[config.mk]
export PLATFORM = sky130hd
export DESIGN_NAME = iob_dbg_tx_flat
export DESIGN_NICKNAME = d
export VERILOG_FILES = /design/src/rtl/iob_dbg_tx_if.sv /design/src/rtl/iob_dbg_tx.sv /design/src/flat_wrapper.sv
export SDC_FILE = /design/constraint.sdc
export NUM_CORES = 1
export LEC_CHECK = 0
export CELL_PAD_IN_SITES_DETAIL_PLACEMENT = 1
export CELL_PAD_IN_SITES_GLOBAL_PLACEMENT = 1
export CORE_MARGIN = 1.5
export CORE_UTILIZATION = 30
export CTS_CLUSTER_DIAMETER = 60
export CTS_CLUSTER_SIZE = 14
export DETAILED_ROUTE_END_ITERATION = 8
export PLACE_DENSITY_LB_ADDON = 0.3
export SLEW_MARGIN = 20
export SYNTH_ARGS = -nofsm -noshare
export SYNTH_HDL_FRONTEND = slang
export SYNTH_SLANG_ARGS = --single-unit
[constraint.sdc]
create_clock -name clk -period 2.35 [get_ports clk]
set_clock_uncertainty 0.05 [all_clocks]
set_input_delay 0.47 -clock clk [delete_from_list [all_inputs] [get_ports clk]]
set_output_delay 0.47 -clock clk [all_outputs]
set_load 0.05 [all_outputs]
[src/rtl/iob_dbg_tx_if.sv]
// Debug source / JBI debug bus bundle for the IOB debug transmitter.
//   src_{hi,lo}_data/vld           : internal debug source buses (into iob_dbg_tx)
//   iob_jbi_dbg_{hi,lo}_data/vld   : registered debug samples toward JBI
// Modports:
//   slave  : the transmitter (consumes sources, drives the JBI side)
//   master : the environment (drives sources, observes the JBI side)
interface iob_dbg_tx_if;
    logic [47:0] src_hi_data;
    logic        src_hi_vld;
    logic [47:0] src_lo_data;
    logic        src_lo_vld;
    logic [47:0] iob_jbi_dbg_hi_data;
    logic        iob_jbi_dbg_hi_vld;
    logic [47:0] iob_jbi_dbg_lo_data;
    logic        iob_jbi_dbg_lo_vld;

    modport slave (
        input  src_hi_data, src_hi_vld, src_lo_data, src_lo_vld,
        output iob_jbi_dbg_hi_data, iob_jbi_dbg_hi_vld,
               iob_jbi_dbg_lo_data, iob_jbi_dbg_lo_vld
    );

    modport master (
        output src_hi_data, src_hi_vld, src_lo_data, src_lo_vld,
        input  iob_jbi_dbg_hi_data, iob_jbi_dbg_hi_vld,
               iob_jbi_dbg_lo_data, iob_jbi_dbg_lo_vld
    );
endinterface

[src/rtl/iob_dbg_tx.sv]
// Transmit end of the IOB-to-JBI debug port.
// Captures the hi/lo debug source buses and forwards them to JBI under a
// trigger/arm FSM, with change-only filtering, a per-channel minimum gap
// between valids and a capture sample limit. The JBI side has no
// backpressure, so the gap/limit logic here is the only rate control.
//
// Ports:
//   clk, rst_l           : core clock, asynchronous active-low reset
//   csr_dbg_*            : configuration (enable, arm pulse, trigger mask/match,
//                          change-only, min gap, sample limit; 0 = unlimited)
//   dbg (slave)          : source buses in, iob_jbi_dbg_* out (latency 1)
//   dbg_tx_state         : 0 IDLE, 1 ARMED, 2 CAPTURE, 3 DONE
//   dbg_tx_ovf           : sticky, a qualified sample was dropped by the gap limit
//
// Optional build macro: IOB_DBG_TX_SEQ_EN
//   When defined, each channel stamps a 4-bit wrapping sequence number into
//   bits [47:44] of every sent sample. Undefined: data is passed unmodified.
//
// state    | meaning
// IDLE     | disabled or never armed, nothing sent
// ARMED    | waiting for hi trigger match
// CAPTURE  | forwarding qualified samples
// DONE     | sample limit reached, waiting for re-arm
module iob_dbg_tx #(
    parameter int GAP_WIDTH = 4,
    parameter int CNT_WIDTH = 16
) (
    input  logic                 clk,
    input  logic                 rst_l,
    input  logic                 csr_dbg_en,
    input  logic                 csr_dbg_arm,
    input  logic [47:0]          csr_dbg_trig_mask,
    input  logic [47:0]          csr_dbg_trig_match,
    input  logic                 csr_dbg_chg_only,
    input  logic [GAP_WIDTH-1:0] csr_dbg_min_gap,
    input  logic [CNT_WIDTH-1:0] csr_dbg_sample_cnt,
    iob_dbg_tx_if.slave          dbg,
    output logic [1:0]           dbg_tx_state,
    output logic                 dbg_tx_ovf
);

    typedef enum logic [1:0] {
        ST_IDLE    = 2'd0,
        ST_ARMED   = 2'd1,
        ST_CAPTURE = 2'd2,
        ST_DONE    = 2'd3
    } state_t;

    state_t               state;
    logic [GAP_WIDTH-1:0] gap_hi, gap_lo;
    logic [CNT_WIDTH-1:0] send_cnt;
    logic [47:0]          last_hi, last_lo;
    logic                 last_valid_hi, last_valid_lo;
`ifdef IOB_DBG_TX_SEQ_EN
    logic [3:0]           seq_hi, seq_lo;
`endif

    logic                 arm_go, trig, eligible;
    logic                 qual_hi, qual_lo, send_hi, send_lo, drop_any, any_send;
    logic [CNT_WIDTH-1:0] send_cnt_nxt;
    logic                 limit_hit;
    logic [47:0]          payload_hi, payload_lo;

    always_comb begin
        arm_go   = csr_dbg_en && csr_dbg_arm;
        trig     = (state == ST_ARMED) && dbg.src_hi_vld &&
                   (((dbg.src_hi_data ^ csr_dbg_trig_match) & csr_dbg_trig_mask) == 48'd0);
        // Arm wins over a same-cycle trigger, so nothing is sent on an arm cycle.
        eligible = csr_dbg_en && !csr_dbg_arm && ((state == ST_CAPTURE) || trig);
        qual_hi  = eligible && dbg.src_hi_vld &&
                   (!csr_dbg_chg_only || !last_valid_hi || (dbg.src_hi_data != last_hi));
        qual_lo  = eligible && dbg.src_lo_vld &&
                   (!csr_dbg_chg_only || !last_valid_lo || (dbg.src_lo_data != last_lo));
        send_hi  = qual_hi && (gap_hi == '0);
        send_lo  = qual_lo && (gap_lo == '0);
        drop_any = (qual_hi && (gap_hi != '0)) || (qual_lo && (gap_lo != '0));
        any_send = send_hi || send_lo;
        send_cnt_nxt = (send_cnt == '1) ? send_cnt : send_cnt + 1'b1;
        limit_hit = any_send && (csr_dbg_sample_cnt != '0) &&
                    (send_cnt_nxt == csr_dbg_sample_cnt);
`ifdef IOB_DBG_TX_SEQ_EN
        payload_hi = {seq_hi, dbg.src_hi_data[43:0]};
        payload_lo = {seq_lo, dbg.src_lo_data[43:0]};
`else
        payload_hi = dbg.src_hi_data;
        payload_lo = dbg.src_lo_data;
`endif
    end

    assign dbg_tx_state = state;

    always_ff @(posedge clk or negedge rst_l) begin
        if (!rst_l) begin
            state                   <= ST_IDLE;
            gap_hi                  <= '0;
            gap_lo                  <= '0;
            send_cnt                <= '0;
            last_hi                 <= '0;
            last_lo                 <= '0;
            last_valid_hi           <= 1'b0;
            last_valid_lo           <= 1'b0;
            dbg_tx_ovf              <= 1'b0;
            dbg.iob_jbi_dbg_hi_vld  <= 1'b0;
            dbg.iob_jbi_dbg_lo_vld  <= 1'b0;
            dbg.iob_jbi_dbg_hi_data <= '0;
            dbg.iob_jbi_dbg_lo_data <= '0;
`ifdef IOB_DBG_TX_SEQ_EN
            seq_hi                  <= '0;
            seq_lo                  <= '0;
`endif
        end else begin
            dbg.iob_jbi_dbg_hi_vld <= 1'b0;
            dbg.iob_jbi_dbg_lo_vld <= 1'b0;
            if (gap_hi != '0) gap_hi <= gap_hi - 1'b1;
            if (gap_lo != '0) gap_lo <= gap_lo - 1'b1;

            if (!csr_dbg_en) begin
                state <= ST_IDLE;
            end else if (arm_go) begin
                state         <= ST_ARMED;
                send_cnt      <= '0;
                gap_hi        <= '0;
                gap_lo        <= '0;
                last_valid_hi <= 1'b0;
                last_valid_lo <= 1'b0;
                dbg_tx_ovf    <= 1'b0;
`ifdef IOB_DBG_TX_SEQ_EN
                seq_hi        <= '0;
                seq_lo        <= '0;
`endif
            end else begin
                if (send_hi) begin
                    dbg.iob_jbi_dbg_hi_vld  <= 1'b1;
                    dbg.iob_jbi_dbg_hi_data <= payload_hi;
                    gap_hi                  <= csr_dbg_min_gap;
                    last_hi                 <= dbg.src_hi_data;
                    last_valid_hi           <= 1'b1;
`ifdef IOB_DBG_TX_SEQ_EN
                    seq_hi                  <= seq_hi + 4'd1;
`endif
                end
                if (send_lo) begin
                    dbg.iob_jbi_dbg_lo_vld  <= 1'b1;
                    dbg.iob_jbi_dbg_lo_data <= payload_lo;
                    gap_lo                  <= csr_dbg_min_gap;
                    last_lo                 <= dbg.src_lo_data;
                    last_valid_lo           <= 1'b1;
`ifdef IOB_DBG_TX_SEQ_EN
                    seq_lo                  <= seq_lo + 4'd1;
`endif
                end
                if (drop_any) dbg_tx_ovf <= 1'b1;
                if (any_send) send_cnt   <= send_cnt_nxt;

                if (trig) state <= ST_CAPTURE;
                // A send on the trigger cycle already counts toward the limit.
                if (((state == ST_CAPTURE) || trig) && limit_hit) state <= ST_DONE;
            end
        end
    end

endmodule
[src/flat_wrapper.sv]
// flat-port wrapper written by rule: the top's interface ports become plain ports
module iob_dbg_tx_flat 
#(
    parameter int GAP_WIDTH = 4,
    parameter int CNT_WIDTH = 16
)
  (clk, rst_l, csr_dbg_en, csr_dbg_arm, csr_dbg_trig_mask, csr_dbg_trig_match, csr_dbg_chg_only, csr_dbg_min_gap, csr_dbg_sample_cnt, dbg_tx_state, dbg_tx_ovf, dbg_src_hi_data, dbg_src_hi_vld, dbg_src_lo_data, dbg_src_lo_vld, dbg_iob_jbi_dbg_hi_data, dbg_iob_jbi_dbg_hi_vld, dbg_iob_jbi_dbg_lo_data, dbg_iob_jbi_dbg_lo_vld);
  iob_dbg_tx_if dbg_i ();
  input  logic clk;
  input  logic rst_l;
  input  logic csr_dbg_en;
  input  logic csr_dbg_arm;
  input  logic [47:0] csr_dbg_trig_mask;
  input  logic [47:0] csr_dbg_trig_match;
  input  logic csr_dbg_chg_only;
  input  logic [GAP_WIDTH-1:0] csr_dbg_min_gap;
  input  logic [CNT_WIDTH-1:0] csr_dbg_sample_cnt;
  output logic [1:0] dbg_tx_state;
  output logic dbg_tx_ovf;
  input wire logic [$bits(dbg_i.src_hi_data)-1:0] dbg_src_hi_data;
  input wire logic [$bits(dbg_i.src_hi_vld)-1:0] dbg_src_hi_vld;
  input wire logic [$bits(dbg_i.src_lo_data)-1:0] dbg_src_lo_data;
  input wire logic [$bits(dbg_i.src_lo_vld)-1:0] dbg_src_lo_vld;
  output wire logic [$bits(dbg_i.iob_jbi_dbg_hi_data)-1:0] dbg_iob_jbi_dbg_hi_data;
  output wire logic [$bits(dbg_i.iob_jbi_dbg_hi_vld)-1:0] dbg_iob_jbi_dbg_hi_vld;
  output wire logic [$bits(dbg_i.iob_jbi_dbg_lo_data)-1:0] dbg_iob_jbi_dbg_lo_data;
  output wire logic [$bits(dbg_i.iob_jbi_dbg_lo_vld)-1:0] dbg_iob_jbi_dbg_lo_vld;
  assign dbg_i.src_hi_data = dbg_src_hi_data;
  assign dbg_i.src_hi_vld = dbg_src_hi_vld;
  assign dbg_i.src_lo_data = dbg_src_lo_data;
  assign dbg_i.src_lo_vld = dbg_src_lo_vld;
  assign dbg_iob_jbi_dbg_hi_data = dbg_i.iob_jbi_dbg_hi_data;
  assign dbg_iob_jbi_dbg_hi_vld = dbg_i.iob_jbi_dbg_hi_vld;
  assign dbg_iob_jbi_dbg_lo_data = dbg_i.iob_jbi_dbg_lo_data;
  assign dbg_iob_jbi_dbg_lo_vld = dbg_i.iob_jbi_dbg_lo_vld;
  iob_dbg_tx #(.GAP_WIDTH(GAP_WIDTH), .CNT_WIDTH(CNT_WIDTH)) u_core (.clk(clk), .rst_l(rst_l), .csr_dbg_en(csr_dbg_en), .csr_dbg_arm(csr_dbg_arm), .csr_dbg_trig_mask(csr_dbg_trig_mask), .csr_dbg_trig_match(csr_dbg_trig_match), .csr_dbg_chg_only(csr_dbg_chg_only), .csr_dbg_min_gap(csr_dbg_min_gap), .csr_dbg_sample_cnt(csr_dbg_sample_cnt), .dbg(dbg_i), .dbg_tx_state(dbg_tx_state), .dbg_tx_ovf(dbg_tx_ovf));
endmodule
# [After elaboration in Yosys (flattened, before gate mapping)]
# Index checks and enable logic that the tools add are counted.
[totals] register_bits=127 input_bits=219 out_inout_bits=101 wordCells=94
[op_classes] n_addsub=3 n_eq_ne=7 muxes=27 bitwise=3 reduce_logical=43
[ops] cell="48-bit inequality test" count=2
[ops] cell="48-bit bitwise AND" count=1
[ops] cell="48-bit logical NOT" count=1
[ops] cell="16-bit two-way mux" count=3
[ops] cell="48-bit XOR" count=1
[ops] cell="4-bit two-way mux" count=8
[ops] cell="16-bit by 1-bit adder with 16-bit output (second input constant)" count=1
[ops] cell="16-bit == test" count=1
[ops] cell="16-bit == test (second input constant)" count=1
[ops] cell="1-bit logical AND" count=16
[ops] cell="16-bit nonzero test" count=1
[ops] cell="1-bit two-way mux" count=12
[ops] cell="4-bit logical NOT" count=2
[ops] cell="2-bit two-way mux" count=4
[ops] cell="2-bit AND reduction" count=4
[ops] cell="2-bit nonzero test" count=4
[ops] cell="4-bit nonzero test" count=2
[ops] cell="4-bit by 1-bit subtractor with 4-bit output (second input constant)" count=2
[ops] cell="1-bit logical OR" count=7
[ops] cell="3-bit AND reduction" count=2
[ops] cell="1-bit logical NOT" count=4
[ops] cell="4-bit by 1-bit inequality test with 1-bit output (second input constant)" count=1
[ops] cell="2-bit by 1-bit == test with 1-bit output (second input constant)" count=1
[ops] cell="2-bit == test (second input constant)" count=1
[ops] cell="1-bit inverter" count=1

# [Logic depth before layout (Yosys ltp)]
# Gate-level depths: netlist of run 1.
[depth] word_depth=16 depth_mapped=9 mapped_depth_nobuf=8

# [Worst setup path before layout of run 1]
# OpenSTA, ideal clock, no wires.
[synth_path] kind="register -> register" start="reg u_core.last_hi[11]" end="reg u_core.send_cnt[15]" setup_time_ns=0.099 arrival_ns=2.606 required_ns=2.201 setup_slack_ns=-0.405 stages_incl_launch_ff=9 n_path_buf=1 period_less_slack_ns=2.755 cell_sequence="dfrtp_1 xor2_1 a211o_1 or4_4 o41ai_4 o22a_2 buf_6 nor2_1 a311oi_1"
[synth_via] elab_chain_cells=7
[synth_lines] element="start, declared" line="iob_dbg_tx.sv:52" source="logic [47:0] last_hi, last_lo;"
[synth_lines] element="start signal, assigned" line="iob_dbg_tx.sv:136" source="last_hi <= dbg.src_hi_data;"
[synth_lines] element="48-bit inequality test" line="iob_dbg_tx.sv:71" source="(!csr_dbg_chg_only || !last_valid_hi || (dbg.src_hi_data != last_hi));"
[synth_lines] element="1-bit logical OR" line="iob_dbg_tx.sv:71"
[synth_lines] element="1-bit logical AND" line="iob_dbg_tx.sv:70" source="qual_hi = eligible && dbg.src_hi_vld &&"
[synth_lines] element="1-bit logical AND" line="iob_dbg_tx.sv:74" source="send_hi = qual_hi && (gap_hi == '0);"
[synth_lines] element="1-bit logical OR" line="iob_dbg_tx.sv:77" source="any_send = send_hi || send_lo;"
[synth_lines] element="2-bit nonzero test (no line)"
[synth_lines] element="2-bit AND reduction (no line)"
[synth_lines] element="end signal, assigned" line="iob_dbg_tx.sv:153" source="if (any_send) send_cnt <= send_cnt_nxt;"
[synth_lines] element="end, declared" line="iob_dbg_tx.sv:51" source="logic [CNT_WIDTH-1:0] send_cnt;"
# Every way passes these cells.
# A chain may end at the register's enable or synchronous reset.

# [Final worst setup path of run 1]
[layout_path] start="in dbg_src_hi_data[25]" end="reg u_core.last_hi[27]"
[layout_via] elab_chain_cells=10 elab_cells_between_ends=12 cone_classes="eq/ne (1); bitwise (2); reduce/logical (9)"
[layout_lines] element="start, declared" line="flat_wrapper.sv:20" source="input wire logic [$bits(dbg_i.src_hi_data)-1:0] dbg_src_hi_data;"
[layout_lines] element="48-bit XOR" line="iob_dbg_tx.sv:67" source="(((dbg.src_hi_data ^ csr_dbg_trig_match) & csr_dbg_trig_mask) == 48'd0);"
[layout_lines] element="48-bit bitwise AND" line="iob_dbg_tx.sv:67"
[layout_lines] element="48-bit logical NOT" line="iob_dbg_tx.sv:67"
[layout_lines] element="1-bit logical AND" line="iob_dbg_tx.sv:66" source="trig = (state == ST_ARMED) && dbg.src_hi_vld &&"
[layout_lines] element="1-bit logical OR" line="iob_dbg_tx.sv:69" source="eligible = csr_dbg_en && !csr_dbg_arm && ((state == ST_CAPTURE) || trig);"
[layout_lines] element="1-bit logical AND" line="iob_dbg_tx.sv:69"
[layout_lines] element="1-bit logical AND" line="iob_dbg_tx.sv:70"
[layout_lines] element="1-bit logical AND *" line="iob_dbg_tx.sv:70"
[layout_lines] element="1-bit logical AND *" line="iob_dbg_tx.sv:74"
[layout_lines] element="3-bit AND reduction (no line) *"
# Every way passes the cells marked *; elsewhere a longest branch is shown, timed or not.

==> metrics.txt, run 1 <==
outcome=finished, violations left; most common cell after layout, fill and taps aside=clkdlybuf4s50_1; Core ar.=25200 sq um; # IOs=320; top cells by area, synth=dfrtp_1 (41%), xor2_1 (16%), mux2_2 (12%); post-synthesis cell type count=71; P&R area growth vs syn=90.2%; Synth Cell Area=7690 sq um; met2 WL=19.3 mm; Clk pin slew, worst setup/hold paths=0.06 ns; via count=8041; Total GRT Usage=between 20% and 30%; FFs w/ async S/R, synth=100%; critical path arrival=2.99 ns; cts bufs inserted=17; routability cong.=0.894; clk buf depth=2; largest net degree at the start of global routing=52; FMAX=0.365 GHz; WL per Instance=22.8 um; drt via density=5.05; WS Path Type=input pin to register; cell taking the most area after synthesis=dfrtp_1; first-pass GRT wire length=52.2 mm; setup slack after layout=-0.387 ns; R2R Setup Slk=-0.38 ns; r2r startpoint=u_core.dbg.iob_jbi_dbg_lo_data[31]; initial core utilization=30.5%; Final setup viols=around 130; Int Power=4620 uW; post-DP HPWL=approximately 25 mm; switch share=30.0%; EDFF count, synth=0; Yosys reg bits=127; ys flop type=dfrtp_1; leakage=0.00694 uW; clock root cell=clkbuf_16; Worst Hold Slack=0.311 ns; Hold Vio Cnt, Final=0; Peak supply drop=roughly 0.00052 V; HP Start=dbg_src_lo_data[10]; type of origin of the critical path=input pin; nets=1469; initial antenna violation count=4; number of global-route vias before repair=8950; share of layout cells above drive strength 1=36.9%; failing checks=negative setup slack; most frequent cells in the layout=clkdlybuf4s50_1 (208), buf_4 (202), xor2_1 (134); CTS tree=built; drt initial violations=353; sequential share of power=34.9%; capturing point of the worst reg2reg path=u_core.dbg.iob_jbi_dbg_lo_data[21]; M1 WL=between 10 and 15 mm; RSZ-0062 raised after global routing=true; H-tree levels=4; met3 wire len=1.65 mm; row cnt=58; pre-CTS setup slack=-1.16 ns; chip height=163 um; TritonCTS Sinks=127; Critical Path Sink Type=register; Gate power share=25.8%; Hold Path Class=input pin to register; total power=roughly 6600 uW; Slew Limit Fails=0; WP data required=2.60 ns; Setup TNS=-37.52 ns; IO buf count=roughly 320; worst skew pair latency=0.42 ns; pwr/cell area=452 nW/um^2; end of the worst hold path=u_core.dbg.iob_jbi_dbg_lo_data[10]; Tmin final=2.74 ns; NetSw=roughly 2000 uW; total global routing overflow=0; clock network fraction of design power=39.2%; TritonRoute pass-1 iters=5; Rel. slew slack=60.8%; top-area cell type share of the netlist area=41.3%; Net Count, Synth=914; yosys warns=0; final wirelength=roughly 36 mm; R2R depth=11; max layer used=met5; Post-Syn Instances=692; sequential share of the synthesized area=41.3%; full die area=26600 sq um; # DRC=0; Die Span X=around 160 um; Routed Antenna Nets=0; Maximum Capacitance Violations=0; worst-margin pin slew=0.586 ns; mean post-synth cell area=11.1 sq um; maximum fanout along the worst path=8; Tcrit/Tclk final=116%; WHS Path Cells=2
[metrics by stage]
stage          cell area [sq um]  std cells  util, %
2_1_floorplan               7960        692        -
3_3_place_gp               13000       1522     51.8
3_5_place_dp               13000       1522     51.8
4_1_cts                    14300       1582     56.7
5_1_grt                    14600       1593     58.1
6_report                   14600       1593     58.1
[power by group through the flow]
| stage | logic (uW) | registers, uW | clock network, uW |
|---|---|---|---|
| 2_1_floorplan | 675 | 2330 | 0 |
| 3_3_place_gp | 1520 | 2340 | 0 |
| 3_5_place_dp | 1570 | 2340 | 0 |
| 4_1_cts | 1580 | 2300 | 2610 |
| 5_1_grt | 1830 | 2310 | 2710 |
| 6_report | 1710 | 2310 | 2590 |
[synth_stat cells (3+ instances only)]
| master | n |
|---|---|
| nor3_1 | 7 |
| nand2_1 | 19 |
| nand4_1 | 16 |
| buf_6 | 7 |
| or3_1 | 5 |
| clkbuf_1 | 4 |
| a32o_1 | 3 |
| a31oi_1 | 5 |
| xor2_1 | 143 |
| mux2_2 | 83 |
| o22ai_1 | 3 |
| nor2b_1 | 3 |
| nand3_1 | 16 |
| mux2_1 | 15 |
| a21oi_1 | 15 |
| xnor2_1 | 17 |
| ha_1 | 3 |
| nor4_1 | 30 |
| o21ai_0 | 14 |
| inv_1 | 22 |
| mux2i_1 | 6 |
| dfrtp_1 | 127 |
| nor3b_1 | 4 |
| and3_1 | 3 |
| nor2_1 | 20 |
| or4_1 | 7 |
| o31ai_1 | 9 |
| buf_2 | 9 |
| a22oi_1 | 22 |
| a32oi_1 | 3 |
[repair_timing]
item,CTS,global route
pin swaps,47,35
setup buffers,20,9
setup endpoints to repair,126,127
endpoints found under the hold margin,33,0
resized for setup,191,76
cloned,8,4
hold buffers,1,0
[cell families (layout without fill, tap and decap cells)]
family,Yosys count,after routing,share of synthesized area (%)
xor+xnor,160,160,18.2
simple gates,149,149,11.6
flops,127,127,41.3
compound gates,104,104,10.1
mux,104,104,15.1
buf+inv,45,613,3.09
fa+ha+maj,3,3,0.488
other cells,0,3,0
[how the worst max path moves through the flow]
stage | startpoint | endpoint | slack, ns | depth (start not counted)
after floorplan | csr_dbg_trig_match[35] | u_core.dbg.iob_jbi_dbg_lo_data[0] | -0.32 | 9
after global placement | dbg_src_hi_data[38] | u_core.last_hi[16] | -1.05 | 11
after global routing | dbg_src_lo_data[2] | u_core.dbg.iob_jbi_dbg_lo_data[21] | -0.48 | 12
final | dbg_src_hi_data[25] | u_core.last_hi[27] | -0.39 | 12
after detailed placement | dbg_src_hi_data[38] | u_core.last_hi[40] | -1.16 | 11
after CTS | u_core.last_hi[11] | u_core.last_hi[7] | -0.35 | 10
[area by class of cell]
| type | instances | area, sq um |
|---|---|---|
| antenna | 3 | 7.51 |
| clock buffer | 17 | 425 |
| clock inverter | 15 | 135 |
| fill | 2665 | 10600 |
| inverter | 22 | 82.6 |
| multi-input combinational | 520 | 4990 |
| sequential | 127 | 3180 |
| tap | 330 | 413 |
| timing repair buffer | 559 | 5390 |
[flip-flops by register name, indices dropped and copies added (netlist names)]
signal                          count
u_core.dbg.iob_jbi_dbg_hi_vld       1
u_core.dbg.iob_jbi_dbg_lo_data     48
u_core.dbg.iob_jbi_dbg_lo_vld       1
u_core.dbg_tx_ovf                   1
u_core.dbg_tx_state                 2
u_core.gap_hi                       4
u_core.gap_lo                       4
u_core.last_hi                     48
u_core.last_valid_hi                1
u_core.last_valid_lo                1
u_core.send_cnt                    16
[worst max-delay path, stage by stage]
cell	delay, ns
dlygate4sd2_1	0.29
buf_6	0.15
xnor2_4	0.17
o21ai_2	0.09
or4_4	0.51
o41ai_4	0.36
buf_4	0.19
nor3_4	0.05
buf_4	0.13
buf_6	0.13
buf_16	0.15
mux2_4	0.30
[layer usage]
| metal | global-route usage, % | up-vias |
|---|---|---|
| li1 | - | 3657 |
| met1 | 29.9 | 4070 |
| met2 | 48.7 | 243 |
| met3 | 5.13 | 69 |
| met4 | 7.59 | 2 |
| met5 | 0 | - |
No activity file was read; power rests on OpenSTA's default activity.
==> run 2, diff against run 1 <==
- RECOVER_POWER: not set -> 25
==> metrics.txt, run 2 (synthesis results as in run 1) <==
failing checks=negative setup slack; r2r startpoint=u_core.dbg.iob_jbi_dbg_lo_data[31]; total power=6600 uW (about the same); P&R area growth vs syn=89.9%; pwr/cell area=452 nW/um^2 (about the same); WL per Instance=22.8 um (about the same); critical path arrival=2.99 ns (about the same); worst skew pair latency=0.42 ns (about the same); most frequent cells in the layout=clkdlybuf4s50_1 (208), buf_4 (203), xor2_1 (134); Setup crit start=dbg_src_hi_data[25]; total global routing overflow=0 (unchanged); clock root cell=clkbuf_16; type of origin of the critical path=input pin; most common cell after layout, fill and taps aside=clkdlybuf4s50_1; Tmin final=2.74 ns (+0.000341 ns); Final Instance Area=14600 sq um (-0.13%); Critical Path Sink Type=register; Critical-path top delay cell=or4_4; Largest delay share family, worst path=buffers and inverters; placed instance area=13000 sq um (unchanged); crit-path max cell delay=0.51 ns (about the same); CTS tree=built; nets=1469 (unchanged); Finished Layout Cells=1593 (unchanged); TritonRoute pass-1 iters=5 (unchanged); Hold Path Class=input pin to register; post-DP HPWL=25.5 mm (unchanged); # DRC=0 (unchanged); Filler Cell Count=2668 (+0.11%); Maximum Capacitance Violations=0 (unchanged); IO buf count=319 (unchanged); full die area=26600 sq um (unchanged); Final setup viols=125 (unchanged); Peak supply drop=0.000520 V (-0.18%); outcome=finished, violations left; leakage=0.00693 uW (about the same); capturing point of the worst reg2reg path=u_core.dbg.iob_jbi_dbg_lo_data[21]; Clk pin slew, worst setup/hold paths=0.06 ns (about the same); via count=8068 (+0.34%); Slew Limit Fails=0 (unchanged); setup slack after layout=-0.388 ns (-0.000341 ns); worst-margin pin slew=1.04 ns (+0.455 ns); initial antenna violation count=4 (unchanged); routability cong.=0.894 (unchanged); maximum fanout along the worst path=8 (unchanged); share of layout cells above drive strength 1=36.9% (unchanged); Routed Antenna Nets=0 (unchanged); TritonCTS Sinks=127 (unchanged); row cnt=58 (unchanged); drt initial violations=413 (+17%); Die Span X=163 um (unchanged); # IOs=320 (unchanged); WP data required=2.60 ns (about the same); Top Registers=u_core.dbg.iob_jbi_dbg_lo_data: 48 flops, u_core.last_hi: 48 flops, u_core.send_cnt: 16 flops; clk buf depth=2 (unchanged); Crit path depth=12 (unchanged); FMAX=0.365 GHz (about the same); RSZ-0062 raised after global routing=true; initial core utilization=30.5% (unchanged); R2R Setup Slk=-0.38 ns (about the same); drt via density=5.06 (+0.34%); critical-path cell list=dlygate4sd2_1 -> buf_6 -> xnor2_4 -> o21ai_2 -> or4_4 -> o41ai_4 -> buf_4 -> nor3_4 -> buf_4 -> buf_6 -> buf_16 -> mux2_4; Worst Setup EP=u_core.last_hi[27]; Hold Vio Cnt, Final=0 (unchanged); WS Path Type=input pin to register; Buf/Inv on CP=6 (unchanged); first-pass GRT wire length=52.2 mm (unchanged); number of global-route vias before repair=8950 (unchanged); chip height=163 um (unchanged); Rel. slew slack=30.6% (-30 points); Core ar.=25200 sq um (unchanged); Total GRT Usage=26.1% (unchanged); cts bufs inserted=17 (unchanged); final wirelength=36.3 mm (about the same); H-tree levels=4 (unchanged); Worst Hold Slack=0.309 ns (-0.00199 ns); largest net degree at the start of global routing=52 (unchanged); dpl cells=1522 (unchanged); Tcrit/Tclk final=116% (about the same); R2R depth=11 (unchanged)
## run 2: cell count changes in the layout (fill, tap and decap cells not counted), sizes merged
cell	previous run	this run
clkbuf	29	30
buf	239	238
## run 2: worst reg2reg max path, cell delays in order, from the launching register on
cell	delay [ns]
dfrtp_1	0.39
xor2_1	0.18
nor4_2	0.42
nand4_1	0.17
o41ai_2	0.35
buf_4	0.20
nor3_4	0.05
buf_12	0.14
buf_12	0.13
buf_12	0.12
buf_16	0.13
mux2_2	0.28
## run 2: how the worst min path moves through the flow
stage	startpoint	to	slack, ns	cells after the start
final	dbg_src_lo_data[10]	u_core.dbg.iob_jbi_dbg_lo_data[10]	0.31	2
after global routing	dbg_src_lo_data[27]	u_core.dbg.iob_jbi_dbg_lo_data[27]	0.32	2
after CTS	dbg_src_hi_data[13]	u_core.last_hi[13]	0.39	3
after detailed placement	rst_l	u_core.last_hi[40]	0.36	1
after global placement	rst_l	u_core.last_hi[16]	0.35	1
after floorplan	rst_l	u_core.dbg.iob_jbi_dbg_hi_vld	0.12	0
## run 2: stage by stage
stage,TNS [ns],utilization [%],worst slack (ns)
3_5_place_dp,-129.31,51.8,-1.16
6_report,-37.66,58.0,-0.388
5_1_grt,-49.51,58.0,-0.481
2_1_floorplan,-32.69,-,-0.324
3_3_place_gp,-118.59,51.8,-1.05
4_1_cts,-34.87,56.7,-0.353
## run 2: area by class of cell
| type | count | area (sq um) | area share [%] |
|---|---|---|---|
| tap | 330 | 413 | 2.83 |
| inverter | 22 | 82.6 | 0.566 |
| clock buffer | 17 | 425 | 2.91 |
| timing repair buffer | 559 | 5370 | 36.8 |
| multi-input combinational | 520 | 4990 | 34.2 |
| sequential | 127 | 3180 | 21.8 |
| clock inverter | 15 | 135 | 0.926 |
| antenna | 3 | 7.51 | 0.0514 |
## run 2: what timing repair did
action,4_1_cts,5_1_grt
setup buffers,20,9
hold buffers,1,0
endpoints found under the hold margin,33,0
resized for setup,191,76
gates cloned,8,4
pin swaps,47,35
setup endpoints to repair,126,127
## run 2: report_power, final
| part | leakage (uW) | internal [uW] | total, uW | switching, uW |
|---|---|---|---|---|
| sequential | 0.00175 | 2250 | 2310 | 53.7 |
| clock | 0.000275 | 1470 | 2590 | 1120 |
| combinational | 0.00491 | 896 | 1700 | 805 |
| total | 0.00693 | 4620 | 6600 | 1980 |
## run 2: routing by layer
layer | vias up | global-route usage, % | routed length (um)
met2 | 249 | 48.7 | 19300
met3 | 74 | 5.13 | 1780
met4 | 2 | 7.59 | 1100
met1 | 4085 | 29.9 | 14100
li1 | 3658 | - | -
met5 | - | 0 | 9
